**src/rtl/wr_1000basex_pcs_tx.sv**
```systemverilog
// -----------------------------------------------------------------------------
// wr_1000basex_pcs_tx
//   1000BASE-X PCS transmit stage driving a 16-bit (two code-groups per cycle)
//   8b10b PHY TX interface. Lane0 = phy_tx_data_o[7:0] / phy_tx_k_o[0] is the
//   first code-group on the wire.
//
//   Converts a 16-bit frame stream into /S/ + preamble, data, /T/R/ (or
//   D,/T/ + /R/R/ for odd-length frames), IDLE (/I1/ or /I2/ chosen from the
//   PHY running disparity) or /C1/C2/ configuration ordered sets.
//
// Ports
//   clk_ref_i          62.5 MHz reference clock, all logic
//   rst_i              asynchronous reset, active-high
//   src_*              frame source (data, valid, sof, eof, odd, error, ready)
//   an_tx_en_i         send /C1/C2/ ordered sets carrying an_config_i
//   an_config_i        autonegotiation config register
//   phy_rdy_i          PHY ready
//   phy_tx_disparity_i PHY running disparity after last word (1 = positive)
//   phy_tx_data_o/k_o  registered code-groups and K flags to the PHY
//   frame_sent_o       pulse with the /T/ of a good frame
//   frame_abort_o      pulse with the /T/ of an aborted frame
// -----------------------------------------------------------------------------
module wr_1000basex_pcs_tx #(
  parameter int g_min_ifg = 6
) (
  input  logic        clk_ref_i,
  input  logic        rst_i,
  input  logic [15:0] src_data_i,
  input  logic        src_valid_i,
  input  logic        src_sof_i,
  input  logic        src_eof_i,
  input  logic        src_odd_i,
  input  logic        src_error_i,
  output logic        src_ready_o,
  input  logic        an_tx_en_i,
  input  logic [15:0] an_config_i,
  input  logic        phy_rdy_i,
  input  logic        phy_tx_disparity_i,
  output logic [15:0] phy_tx_data_o,
  output logic [1:0]  phy_tx_k_o,
  output logic        frame_sent_o,
  output logic        frame_abort_o
);

  localparam logic [7:0] K28_5 = 8'hBC;
  localparam logic [7:0] K27_7 = 8'hFB;
  localparam logic [7:0] K29_7 = 8'hFD;
  localparam logic [7:0] K23_7 = 8'hF7;
  localparam logic [7:0] K30_7 = 8'hFE;
  localparam logic [7:0] D5_6  = 8'hC5;
  localparam logic [7:0] D16_2 = 8'h50;
  localparam logic [7:0] D21_5 = 8'hB5;
  localparam logic [7:0] D2_2  = 8'h42;
  localparam logic [7:0] PRE   = 8'h55;
  localparam logic [7:0] SFD   = 8'hD5;

  localparam int IFG_W = (g_min_ifg < 1) ? 1 : $clog2(g_min_ifg + 1);
  localparam logic [IFG_W-1:0] IFG_MAX = IFG_W'(g_min_ifg);

  typedef enum logic [2:0] {
    S_IDLE, S_CFG, S_PREAMBLE, S_DATA, S_EPD, S_DISCARD
  } state_t;

  // End-of-packet sub-sequences: normal /T/R/, trailing /R/R/ after an odd
  // D,/T/ word, and the two-word /V/V/ + /T/R/ abort sequence.
  typedef enum logic [1:0] {
    E_TR, E_RR, E_ABT_V, E_ABT_T
  } epd_t;

  state_t           state;
  epd_t             epd_step;
  logic [1:0]       pre_cnt;
  logic [1:0]       cfg_step;
  logic [IFG_W-1:0] ifg_cnt;
  logic             eof_seen;
  logic             first_idle;
  logic             accept;
  logic             eof_in;
  logic             cfg_latch;

  logic [15:0]      word_p0;
  logic             err_p0;
  logic             eof_p0;
  logic             odd_p0;
  logic [15:0]      cfg_reg;

  // /I1/ flips a positive running disparity back to negative; /I2/ keeps it.
  function automatic logic [15:0] idle_word(input logic use_i1);
    return use_i1 ? {D5_6, K28_5} : {D16_2, K28_5};
  endfunction

  function automatic logic [IFG_W-1:0] ifg_sat_inc(input logic [IFG_W-1:0] v);
    return (v == IFG_MAX) ? v : v + 1'b1;
  endfunction

  always_comb begin
    src_ready_o = 1'b0;
    if (!rst_i) begin
      case (state)
        S_IDLE:     src_ready_o = src_valid_i & ~src_sof_i;  // drop stray words
        S_PREAMBLE: src_ready_o = (pre_cnt == 2'd3);
        S_DATA:     src_ready_o = ~eof_p0;
        S_EPD:      src_ready_o = (epd_step == E_ABT_V) || (epd_step == E_ABT_T);
        S_DISCARD:  src_ready_o = 1'b1;
        default:    src_ready_o = 1'b0;
      endcase
    end
  end

  assign accept    = src_valid_i & src_ready_o;
  assign eof_in    = accept & src_eof_i;
  assign cfg_latch = ((state == S_IDLE) && an_tx_en_i) ||
                     ((state == S_CFG) && !cfg_step[0]);

  // Stage p0: accepted source word, held one cycle before hitting the PHY.
  always_ff @(posedge clk_ref_i) begin
    if (accept && (state == S_PREAMBLE || state == S_DATA)) begin
      word_p0 <= src_data_i;
      err_p0  <= src_error_i;
      eof_p0  <= src_eof_i;
      odd_p0  <= src_odd_i;
    end
    if (cfg_latch) cfg_reg <= an_config_i;
  end

  // Output stage: FSM selects the word registered onto the PHY bus.
  always_ff @(posedge clk_ref_i or posedge rst_i) begin
    if (rst_i) begin
      state         <= S_IDLE;
      epd_step      <= E_TR;
      pre_cnt       <= 2'd0;
      cfg_step      <= 2'd0;
      ifg_cnt       <= IFG_MAX;
      eof_seen      <= 1'b0;
      first_idle    <= 1'b0;
      phy_tx_data_o <= {D16_2, K28_5};
      phy_tx_k_o    <= 2'b01;
      frame_sent_o  <= 1'b0;
      frame_abort_o <= 1'b0;
    end else begin
      frame_sent_o  <= 1'b0;
      frame_abort_o <= 1'b0;
      case (state)
        S_IDLE: begin
          if (an_tx_en_i) begin
            phy_tx_data_o <= {D21_5, K28_5};
            phy_tx_k_o    <= 2'b01;
            cfg_step      <= 2'd1;
            state         <= S_CFG;
          end else if (src_valid_i && src_sof_i && phy_rdy_i && ifg_cnt == IFG_MAX) begin
            // /S/ goes out on the same edge so the gap is exactly g_min_ifg.
            phy_tx_data_o <= {PRE, K27_7};
            phy_tx_k_o    <= 2'b01;
            pre_cnt       <= 2'd1;
            state         <= S_PREAMBLE;
          end else begin
            phy_tx_data_o <= idle_word(first_idle & phy_tx_disparity_i & phy_rdy_i);
            phy_tx_k_o    <= 2'b01;
            first_idle    <= 1'b0;
            ifg_cnt       <= ifg_sat_inc(ifg_cnt);
          end
        end

        S_CFG: begin
          cfg_step <= cfg_step + 2'd1;
          case (cfg_step)
            2'd0: begin
              phy_tx_data_o <= {D21_5, K28_5};
              phy_tx_k_o    <= 2'b01;
            end
            2'd2: begin
              phy_tx_data_o <= {D2_2, K28_5};
              phy_tx_k_o    <= 2'b01;
            end
            default: begin
              phy_tx_data_o <= cfg_reg;
              phy_tx_k_o    <= 2'b00;
              // Leave only at the end of a complete /C1/ or /C2/.
              if (!an_tx_en_i) begin
                state      <= S_IDLE;
                ifg_cnt    <= '0;
                first_idle <= 1'b1;
              end
            end
          endcase
        end

        S_PREAMBLE: begin
          if (!phy_rdy_i) begin
            phy_tx_data_o <= {K30_7, K30_7};
            phy_tx_k_o    <= 2'b11;
            eof_seen      <= eof_in;
            epd_step      <= E_ABT_T;
            state         <= S_EPD;
          end else if (pre_cnt == 2'd3) begin
            phy_tx_data_o <= {SFD, PRE};
            phy_tx_k_o    <= 2'b00;
            if (src_valid_i) begin
              state <= S_DATA;
            end else begin
              eof_seen <= 1'b0;
              epd_step <= E_ABT_V;
              state    <= S_EPD;
            end
          end else begin
            phy_tx_data_o <= {PRE, PRE};
            phy_tx_k_o    <= 2'b00;
            pre_cnt       <= pre_cnt + 2'd1;
          end
        end

        S_DATA: begin
          if (!phy_rdy_i) begin
            phy_tx_data_o <= {K30_7, K30_7};
            phy_tx_k_o    <= 2'b11;
            eof_seen      <= eof_p0 | eof_in;
            epd_step      <= E_ABT_T;
            state         <= S_EPD;
          end else begin
            if (err_p0) begin
              phy_tx_data_o <= {K30_7, K30_7};
              phy_tx_k_o    <= 2'b11;
            end else if (eof_p0 && odd_p0) begin
              phy_tx_data_o <= {K29_7, word_p0[7:0]};
              phy_tx_k_o    <= 2'b10;
            end else begin
              phy_tx_data_o <= word_p0;
              phy_tx_k_o    <= 2'b00;
            end
            if (eof_p0) begin
              state <= S_EPD;
              // A corrupted odd tail byte is replaced by /V/V/, so the frame
              // then ends with a plain /T/R/.
              if (odd_p0 && !err_p0) begin
                epd_step     <= E_RR;
                frame_sent_o <= 1'b1;
              end else begin
                epd_step <= E_TR;
              end
            end else if (!src_valid_i) begin
              eof_seen <= 1'b0;
              epd_step <= E_ABT_V;
              state    <= S_EPD;
            end
          end
        end

        S_EPD: begin
          case (epd_step)
            E_TR: begin
              phy_tx_data_o <= {K23_7, K29_7};
              phy_tx_k_o    <= 2'b11;
              frame_sent_o  <= 1'b1;
              ifg_cnt       <= '0;
              first_idle    <= 1'b1;
              state         <= S_IDLE;
            end
            E_RR: begin
              phy_tx_data_o <= {K23_7, K23_7};
              phy_tx_k_o    <= 2'b11;
              ifg_cnt       <= '0;
              first_idle    <= 1'b1;
              state         <= S_IDLE;
            end
            E_ABT_V: begin
              phy_tx_data_o <= {K30_7, K30_7};
              phy_tx_k_o    <= 2'b11;
              eof_seen      <= eof_seen | eof_in;
              epd_step      <= E_ABT_T;
            end
            default: begin
              phy_tx_data_o <= {K23_7, K29_7};
              phy_tx_k_o    <= 2'b11;
              frame_abort_o <= 1'b1;
              first_idle    <= 1'b1;
              if (eof_seen || eof_in) begin
                ifg_cnt <= '0;
                state   <= S_IDLE;
              end else begin
                state <= S_DISCARD;
              end
            end
          endcase
        end

        S_DISCARD: begin
          phy_tx_data_o <= idle_word(first_idle & phy_tx_disparity_i & phy_rdy_i);
          phy_tx_k_o    <= 2'b01;
          first_idle    <= 1'b0;
          if (eof_in) begin
            ifg_cnt <= '0;
            state   <= S_IDLE;
          end
        end

        default: state <= S_IDLE;
      endcase
    end
  end

endmodule

```
**config.mk**
```make
export PLATFORM = sky130hd
export DESIGN_NAME = wr_1000basex_pcs_tx
export DESIGN_NICKNAME = d
export VERILOG_FILES = /design/src/rtl/wr_1000basex_pcs_tx.sv
export SDC_FILE = /design/constraint.sdc
export NUM_CORES = 1
export LEC_CHECK = 0
export ABC_AREA = 0
export BUFFER_PORTS_ARGS = -buffer_cell sky130_fd_sc_hd__buf_2
export CAP_MARGIN = 20
export CORE_MARGIN = 10
export CORE_UTILIZATION = 50
export DETAILED_ROUTE_END_ITERATION = 10
export GPL_TIMING_DRIVEN = 0
export PLACE_DENSITY = 0.76
export SETUP_SLACK_MARGIN = 0.2
export SYNTH_ARGS = -nofsm -noshare
export SYNTH_HDL_FRONTEND = slang
export SYNTH_SLANG_ARGS = --single-unit
export TNS_END_PERCENT = 5
```
**constraint.sdc**
```tcl
create_clock -name clk_ref_i -period 2.9 [get_ports clk_ref_i]
set_clock_uncertainty 0.15 [all_clocks]
set_input_delay 0.725 -clock clk_ref_i [delete_from_list [all_inputs] [get_ports clk_ref_i]]
set_output_delay 0.725 -clock clk_ref_i [all_outputs]
set_load 0.01 [all_outputs]
```
==> summary.md, run 1 <==
The run finished with clean final reports. Final routed wire length divided by cell count: 19.34 um. The congestion estimate from routability-driven global placement came to 0.9869. The number of buffers inserted during clock tree synthesis is 9.

The count of endpoints failing hold in the final timing report was 0; the number of cells traversed by the worst register-to-register path was 4. The floorplan step set the die width to 103.6 um. The count of antenna-violating nets left after detailed routing is 0, and the vias per cell is 5.901.

For this design the top-level I/O count stands at 63. For this run, the register share of the synthesized area comes to 54.74%. The analysis attributes to cell leakage a power of 1.746 nW. IR analysis of the VDD net gives a maximum drop of 0.4626 mV. During synthesis, Yosys emitted a total of 0 warnings. The repair_antennas step left the layout with diodes totalling 0.

Number of sinks handled by clock tree synthesis: 69. The HPWL after detailed placement was 7248 um; the floorplan core area was 0.006794 sq mm. The number of global-route vias before repair is 3137, and the clock latency reported for the late side of the worst-skew pair is 360 ps. The library cell used most frequently in the layout, excluding fill and tap cells, is sky130_fd_sc_hd__buf_2. In this run the worst hold path is classified as flop to flop. At the end of the flow, the number of nets in the layout was 456. The run gives 51.47% as the effective utilization at floorplan. The synthesized design contains 35 enable-type register cells. Setup violations remaining at the end of the flow were counted as 0. The critical path startpoint category is a flop. The kind of critical path is flop to output pin. The mapped netlist covers 0.003497 sq mm. Endpoint of the worst-slack reg-to-reg timing path: cfg_reg[3]$_DFFE_PP_. Row generation in the floorplan step produced 30 rows. The share of the core filled with cells in the final layout is 60.98%. Total power density per cell area: 794.7 mW/mm^2. STA classifies the critical path endpoint as an output pin. In this run, post-CTS hold repair placed 0 buffers. The endpoint required time on the critical path came out at 2030 ps. The pin slew with the least headroom to its limit came out at 696.8 ps. The startpoint identified for the worst register-to-register timing path is state[2]$_DFFE_PP0P_. Hold path endpoint: phy_tx_data_o[12]$_DFFE_PP1P_. The die covers 0.01074 sq mm.

The proportion of register bits with asynchronous set or reset after synthesis works out to 49.28%. The root buffer cell chosen for the clock tree is sky130_fd_sc_hd__clkbuf_8. The first global-routing pass estimated 16100 um of wire. The residual DRC count was 0.

The starting DRC count in detailed routing was 241; the highest attainable clock frequency was 379.1 MHz. The multi-input combinational cells in the finished layout cover a total of 0.001448 sq mm. No sink is reached through more buffers than the 2 on the longest clock path.

Overall power consumption after layout is estimated at 3.292 mW. In this run the post-CTS setup repair buffer count came out at 0. The number of filler instances in the final layout was 587; the final max-slew violation count was 0. In this run the worst path has a maximum fanout of 5. Count of different cell masters after synthesis: 68.

The most used flip-flop cell after synthesis is sky130_fd_sc_hd__edfxtp_1. After routing, the total negative slack on setup checks comes to 0 ps. Wires add up to 9749 um.

The number of max-cap violations came out at 0. The top cell types in the final layout, fill and taps aside, are sky130_fd_sc_hd__buf_2 (71), sky130_fd_sc_hd__edfxtp_1 (35), sky130_fd_sc_hd__nor2_1 (30). Overall die height: 103.6 um. The clock slew at the register clock pins of the worst setup and hold paths is 70 ps, and the number of port buffers is 61. Entering global routing, the biggest net connects 21 pins. At the worst endpoint, the arrival time is 1760 ps. The run gives 520 ps as the register-to-register setup slack. TritonCTS built the clock tree. The area added between synthesis and finish is 18.46%. The worst pin sits at a relative slew slack of 53.49%. The combined global-route utilization of all metal layers is 18.53%, and the fraction of layout cells with a size suffix above 1 is 28.92%. Summing over every cut layer, the via total after detailed routing is 2974.

Summed over all layers, the global routing overflow is 0. The logs give 5 for the number of iterations in the first detailed-routing pass and 0 for the initial antenna violation count. The worst hold path cell count is 2, and the number of levels in the clock H-tree is 3.

The area of all sequential standard cells was 0.001914 sq mm; the post-synthesis average cell area was 10.63 sq um. Dividing the final minimum period by the clock period gives 90.96%. In the synthesized netlist, the number of instances is 329.

The number of nets in the synthesized netlist is 382. Setup repair after global routing could not meet its margin everywhere. The synthesis-stage register bit count was 69.

The worst hold path begins at phy_tx_data_o[12]$_DFFE_PP1P_. The worst path in the final design needs a cycle of 2638 ps, including I/O delays and setup.
==> worst max path at each step <==
stage,from,end,slack [ps]
after floorplan,state[2]$_DFFE_PP0P_,cfg_reg[0]$_DFFE_PP_,210
after global placement,state[2]$_DFFE_PP0P_,cfg_reg[11]$_DFFE_PP_,-430
after detailed placement,epd_step[0]$_DFFE_PP0P_,src_ready_o,470
after CTS,state[2]$_DFFE_PP0P_,src_ready_o,220
after global routing,epd_step[0]$_DFFE_PP0P_,src_ready_o,150
final,epd_step[0]$_DFFE_PP0P_,src_ready_o,260
==> timing repair <==
action / in CTS / in global routing
pin swaps: 0 / 0
gates resized for setup: 2 / 3
setup endpoints to repair: 1 / 3
==> cells in the mapped netlist (6+ instances only) <==
cell type / instances / share of area [%]
sky130_fd_sc_hd__nor2b_1: 7 / 1.3
sky130_fd_sc_hd__nand2_1: 29 / 3.1
sky130_fd_sc_hd__ha_1: 11 / 3.9
sky130_fd_sc_hd__o21ai_0: 26 / 3.7
sky130_fd_sc_hd__buf_2: 10 / 1.4
sky130_fd_sc_hd__nor2_1: 30 / 3.2
sky130_fd_sc_hd__edfxtp_1: 35 / 30
sky130_fd_sc_hd__inv_1: 10 / 1.1
sky130_fd_sc_hd__dfrtp_1: 24 / 17
sky130_fd_sc_hd__nand2b_1: 6 / 1.1
sky130_fd_sc_hd__dfstp_2: 10 / 7.5
sky130_fd_sc_hd__nand3_1: 8 / 1.1
sky130_fd_sc_hd__a21oi_1: 29 / 4.2
==> area by class of cell <==
cell class,count,area share (%)
Tap cell,96,2.899
Inverter,11,0.9967
Buffer,19,2.688
Multi-Input combinational cell,230,34.94
Sequential cell,69,46.21
Timing Repair Buffer,63,8.215
Clock buffer,10,3.081
Clock inverter,6,0.9665
==> per-stage QoR <==
step / std cells / instance area (sq um) / setup WS (ps) / hold slack (ps)
global placement: 486 / 3923 / -428.2 / 313.5
detailed placement: 488 / 3958 / 465.3 / 316.8
CTS: 504 / 4139 / 222.4 / 327.0
finish: 504 / 4143 / 262.3 / 321.4
floorplan: 329 / 3497 / 212.7 / 288.7
global route: 504 / 4143 / 153.6 / 364.5
==> kinds of logic after synthesis <==
family / share of synthesized area, %
AO/OA/AOI/OAI: 20.32
adder cells (fa/ha/maj): 3.936
buffers and inverters: 4.329
flip-flops: 54.74
multiplexers: 0.9302
AND/OR/NAND/NOR: 15.74
==> per-layer routing <==
metal  global-route usage (%)  part of all wire (%)  vias up
li1                         -                     -     1369
met1                    24.23                    44     1406
met2                    26.80                    44      166
met3                    5.638                   7.9       33
met4                    9.778                   4.1        0
met5                        0                     0        -
==> critical path: stages (launching register included) <==
cell and delay [ps]:
sky130_fd_sc_hd__dfrtp_1 410, sky130_fd_sc_hd__inv_1 120, sky130_fd_sc_hd__ha_1 300, sky130_fd_sc_hd__o31ai_4 290, sky130_fd_sc_hd__a31oi_1 130, sky130_fd_sc_hd__buf_2 160
==> power by group <==
part	switching [mW]	internal, mW	leakage, nW	total [mW]
Sequential	0.152	1.31	0.732	1.47
Combinational	0.681	0.456	0.939	1.14
Clock	0.382	0.307	0.0759	0.689
Total	1.22	2.08	1.75	3.29
Power figures use the tool's default switching activity.
==> run 2, diff against run 1 <==
--- a/config.mk
+++ b/config.mk
@@ -9,10 +9,10 @@
 export BUFFER_PORTS_ARGS = -buffer_cell sky130_fd_sc_hd__buf_2
 export CAP_MARGIN = 20
 export CORE_MARGIN = 10
-export CORE_UTILIZATION = 50
+export CORE_UTILIZATION = 60
 export DETAILED_ROUTE_END_ITERATION = 10
 export GPL_TIMING_DRIVEN = 0
-export PLACE_DENSITY = 0.76
+export PLACE_DENSITY = 0.85
 export SETUP_SLACK_MARGIN = 0.2
 export SYNTH_ARGS = -nofsm -noshare
 export SYNTH_HDL_FRONTEND = slang
==> constraint.sdc (replaced) <==
create_clock -name clk_ref_i -period 3.15 [get_ports clk_ref_i]
set_clock_uncertainty 0.15 [all_clocks]
set_input_delay 0.7875 -clock clk_ref_i [delete_from_list [all_inputs] [get_ports clk_ref_i]]
set_output_delay 0.7875 -clock clk_ref_i [all_outputs]
set_load 0.01 [all_outputs]
==> run 2 against run 1 <==
  * Cell area rose by 0.15%
  * Flip-flop and latch count did not move
  * Critical path depth did not move
  * Utilization rose by 13 points
  * Clock-buffer cell count fell by 1
  * Sequential power fell by 9%
  * Die area fell by 14%
  * Final cell count fell by 4.8%
  * First-iteration DRC count rose by 16%
  * Largest cell class unchanged
  * Largest power group unchanged
==> summary.md, run 2 (synthesis gave the netlist of run 1 again) <==
The setup slack of the critical path after layout was 312.2 ps (+49.90 ps); the worst relative slew slack was 45.18% (-8.3 points). The logs give 0.5805 mV (+26%) for the maximum vdd drop and 0.004149 sq mm (+0.15%) for the summed area of non-filler cells in the final layout. The logs give 0 (unchanged) for the final max-slew violation count and 2210 ps (+180 ps) for the endpoint required time on the critical path. The final routed wire length divided by cell count works out to 20.74 um (+7.2%). Starting DRC count in detailed routing: 280 (+16%).

The final net count is 456 (unchanged), and the number of buffers inserted during clock tree synthesis is 9 (unchanged). The clock slew at the register clock pins of the worst setup and hold paths was 80 ps (about the same); the highest attainable clock frequency was 352.4 MHz. The overall die height was 96.35 um (-7.0%). Kind of critical path: flop to output pin. The tools report the total via count in the routed design as 3064 (+3.0%). The weighted congestion at the end of routability-driven global placement was 0.9228 (-6.5%); the count of antenna-violating nets left after detailed routing was 0 (unchanged). The first-pass GRT wire length is 15410 um (-4.3%), and the sum of overflow across all layers after global routing is 0 (unchanged).

After layout, the minimum clock period comes to 2838 ps. The maximum number of pins on one net before global-route repair came out at 23 (+9.5%). The HPWL after detailed placement is 7257 um (+0.13%). The total power draw came out at 3.208 mW (-2.5%). Number of port buffers: 61 (unchanged).

The endpoint arrival time on the critical path was 1900 ps (+140 ps). TritonCTS built the clock tree. The fraction of layout cells with a size suffix above 1 is 28.43% (-0.49 points). Antenna diode count: 0 (unchanged).

The tools report the overall die area as 0.009282 sq mm (-14%). The count of endpoints failing hold in the final timing report came out at 0 (unchanged). The boundary pin count came out at 63 (unchanged). The floorplan core area was 0.005574 sq mm (-18%); the post-CTS setup-driven buffer insertion count was 0 (unchanged). Setup repair after global routing left no endpoint under its margin.

The effective utilization at floorplan was 62.74% (+11 points). In the layout the commonest cells are sky130_fd_sc_hd__buf_2 (71), sky130_fd_sc_hd__edfxtp_1 (35), sky130_fd_sc_hd__nor2_1 (30). The run gives 0 (unchanged) as the residual DRC count. The highest fanout seen on the critical path was 5 (unchanged); the area added between synthesis and finish was 18.64%. The number of sinks handled by clock tree synthesis was 69 (unchanged). The pin slew with the least headroom to its limit was 816.0 ps (+119.1 ps); the setup violation total in the final timing report was 0 (unchanged). The share of the core filled with cells in the final layout was 74.43% (+13 points). The static power due to leakage is 1.775 nW (+1.7%).

The run gives 0 (unchanged) as the initial antenna violation count. Kind of end point of the critical path: an output pin. The critical path startpoint category was a flop. The cell sitting at the root of the clock tree is a sky130_fd_sc_hd__clkbuf_8. Worst hold path class: flop to flop. Leaving out fill and tap cells, the most frequent cell in the layout is sky130_fd_sc_hd__buf_2. The run gives 350 ps (about the same) as the clock latency reported for the late side of the worst-skew pair.

After layout, the worst path uses 90.09% of the clock period. Vias per cell: 6.383 (+8.2%). The logs give 5 (unchanged) for the number of iterations in the first detailed-routing pass and 2 (unchanged) for the worst-case clock buffer depth. The total power density per cell area came out at 773.3 mW/mm^2 (-2.7%). The flow ran to the end, and the final reports show no timing, DRC or antenna violations. The combined global-route utilization of all metal layers was 22.09% (+3.6 points); the hold buffer count at cts was 0 (unchanged). The run gives 27 (-10%) as the count of standard-cell rows. The number of global-route vias before repair was 3082 (-1.8%). The logs give 0 (unchanged) for the number of max-cap violations and 0 (-2) for the quantity of gates resized following cts. The sum of negative setup slack is 0 ps (unchanged).

The die span in x works out to 96.35 um (-7.0%). The sum of routed wire length over all layers came out at 9954 um (+2.1%). The worst setup slack before clock tree synthesis was 650.9 ps (+185.6 ps); the number of levels in the clock H-tree was 3 (unchanged). The post-detailed-placement cell area is 0.003928 sq mm (-0.76%).
run 2: cell types whose count changed in the layout (fill, tap and decap cells not counted), sizes merged:
| cell | before | now |
|---|---|---|
| bufinv | 0 | 2 |
| clkinv | 3 | 2 |
| inv | 11 | 13 |
| clkbuf | 14 | 13 |
| clkinvlp | 3 | 1 |
run 2: path summary, 6_finish.rpt:
check / cells past startpoint / slack, ps / startpoint / end
worst max register to register: 8 / 580 / cfg_step[0]$_DFFE_PP0P_ / ifg_cnt[1]$_DFFE_PP1P_
worst min register to register: 2 / 320 / phy_tx_data_o[12]$_DFFE_PP1P_ / phy_tx_data_o[12]$_DFFE_PP1P_
min in group asynchronous: 2 / 370 / rst_i / epd_step[1]$_DFFE_PP0P_
worst min-delay path: 2 / 320 / phy_tx_data_o[12]$_DFFE_PP1P_ / phy_tx_data_o[12]$_DFFE_PP1P_
worst max-delay path: 5 / 310 / epd_step[0]$_DFFE_PP0P_ / src_ready_o
max in group asynchronous: 3 / 1880 / rst_i / phy_tx_k_o[0]$_DFFE_PP1P_
run 2: critical path, stage by stage, from the launching register on:
cell	delay (ps)
sky130_fd_sc_hd__dfrtp_1	420
sky130_fd_sc_hd__inv_1	120
sky130_fd_sc_hd__ha_1	280
sky130_fd_sc_hd__o31ai_1	410
sky130_fd_sc_hd__a31oi_1	160
sky130_fd_sc_hd__buf_2	170
run 2: metal layers:
layer  GRT usage [%]  vias to the layer above  part of all wire, %
li1                -                     1376                    -
met4           11.74                        0                  3.7
met1           26.57                     1450                   39
met5               0                        -                    0
met2           34.53                      200                   47
met3           7.315                       38                  9.9
run 2: power breakdown:
group	total, mW	switching, mW	leakage [nW]	internal [mW]
combinational	1.06	0.641	0.936	0.419
clock	0.804	0.355	0.108	0.450
sequential	1.34	0.135	0.732	1.21
total	3.21	1.13	1.78	2.08
run 2: cell type report:
type | instances | area, sq um
Buffer | 19 | 110.1
Clock buffer | 9 | 123.9
Clock inverter | 7 | 97.59
Fill cell | 409 | 1425
Inverter | 11 | 41.29
Multi-Input combinational cell | 230 | 1431
Sequential cell | 69 | 1914
Tap cell | 72 | 90.09
Timing Repair Buffer | 63 | 340.3
run 2: per-stage QoR:
stage	hold slack (ps)	std cells
global placement	308.1	462
finish	321.9	480
global route	346.5	480
CTS	324.7	480
detailed placement	313.8	464
floorplan	288.7	329
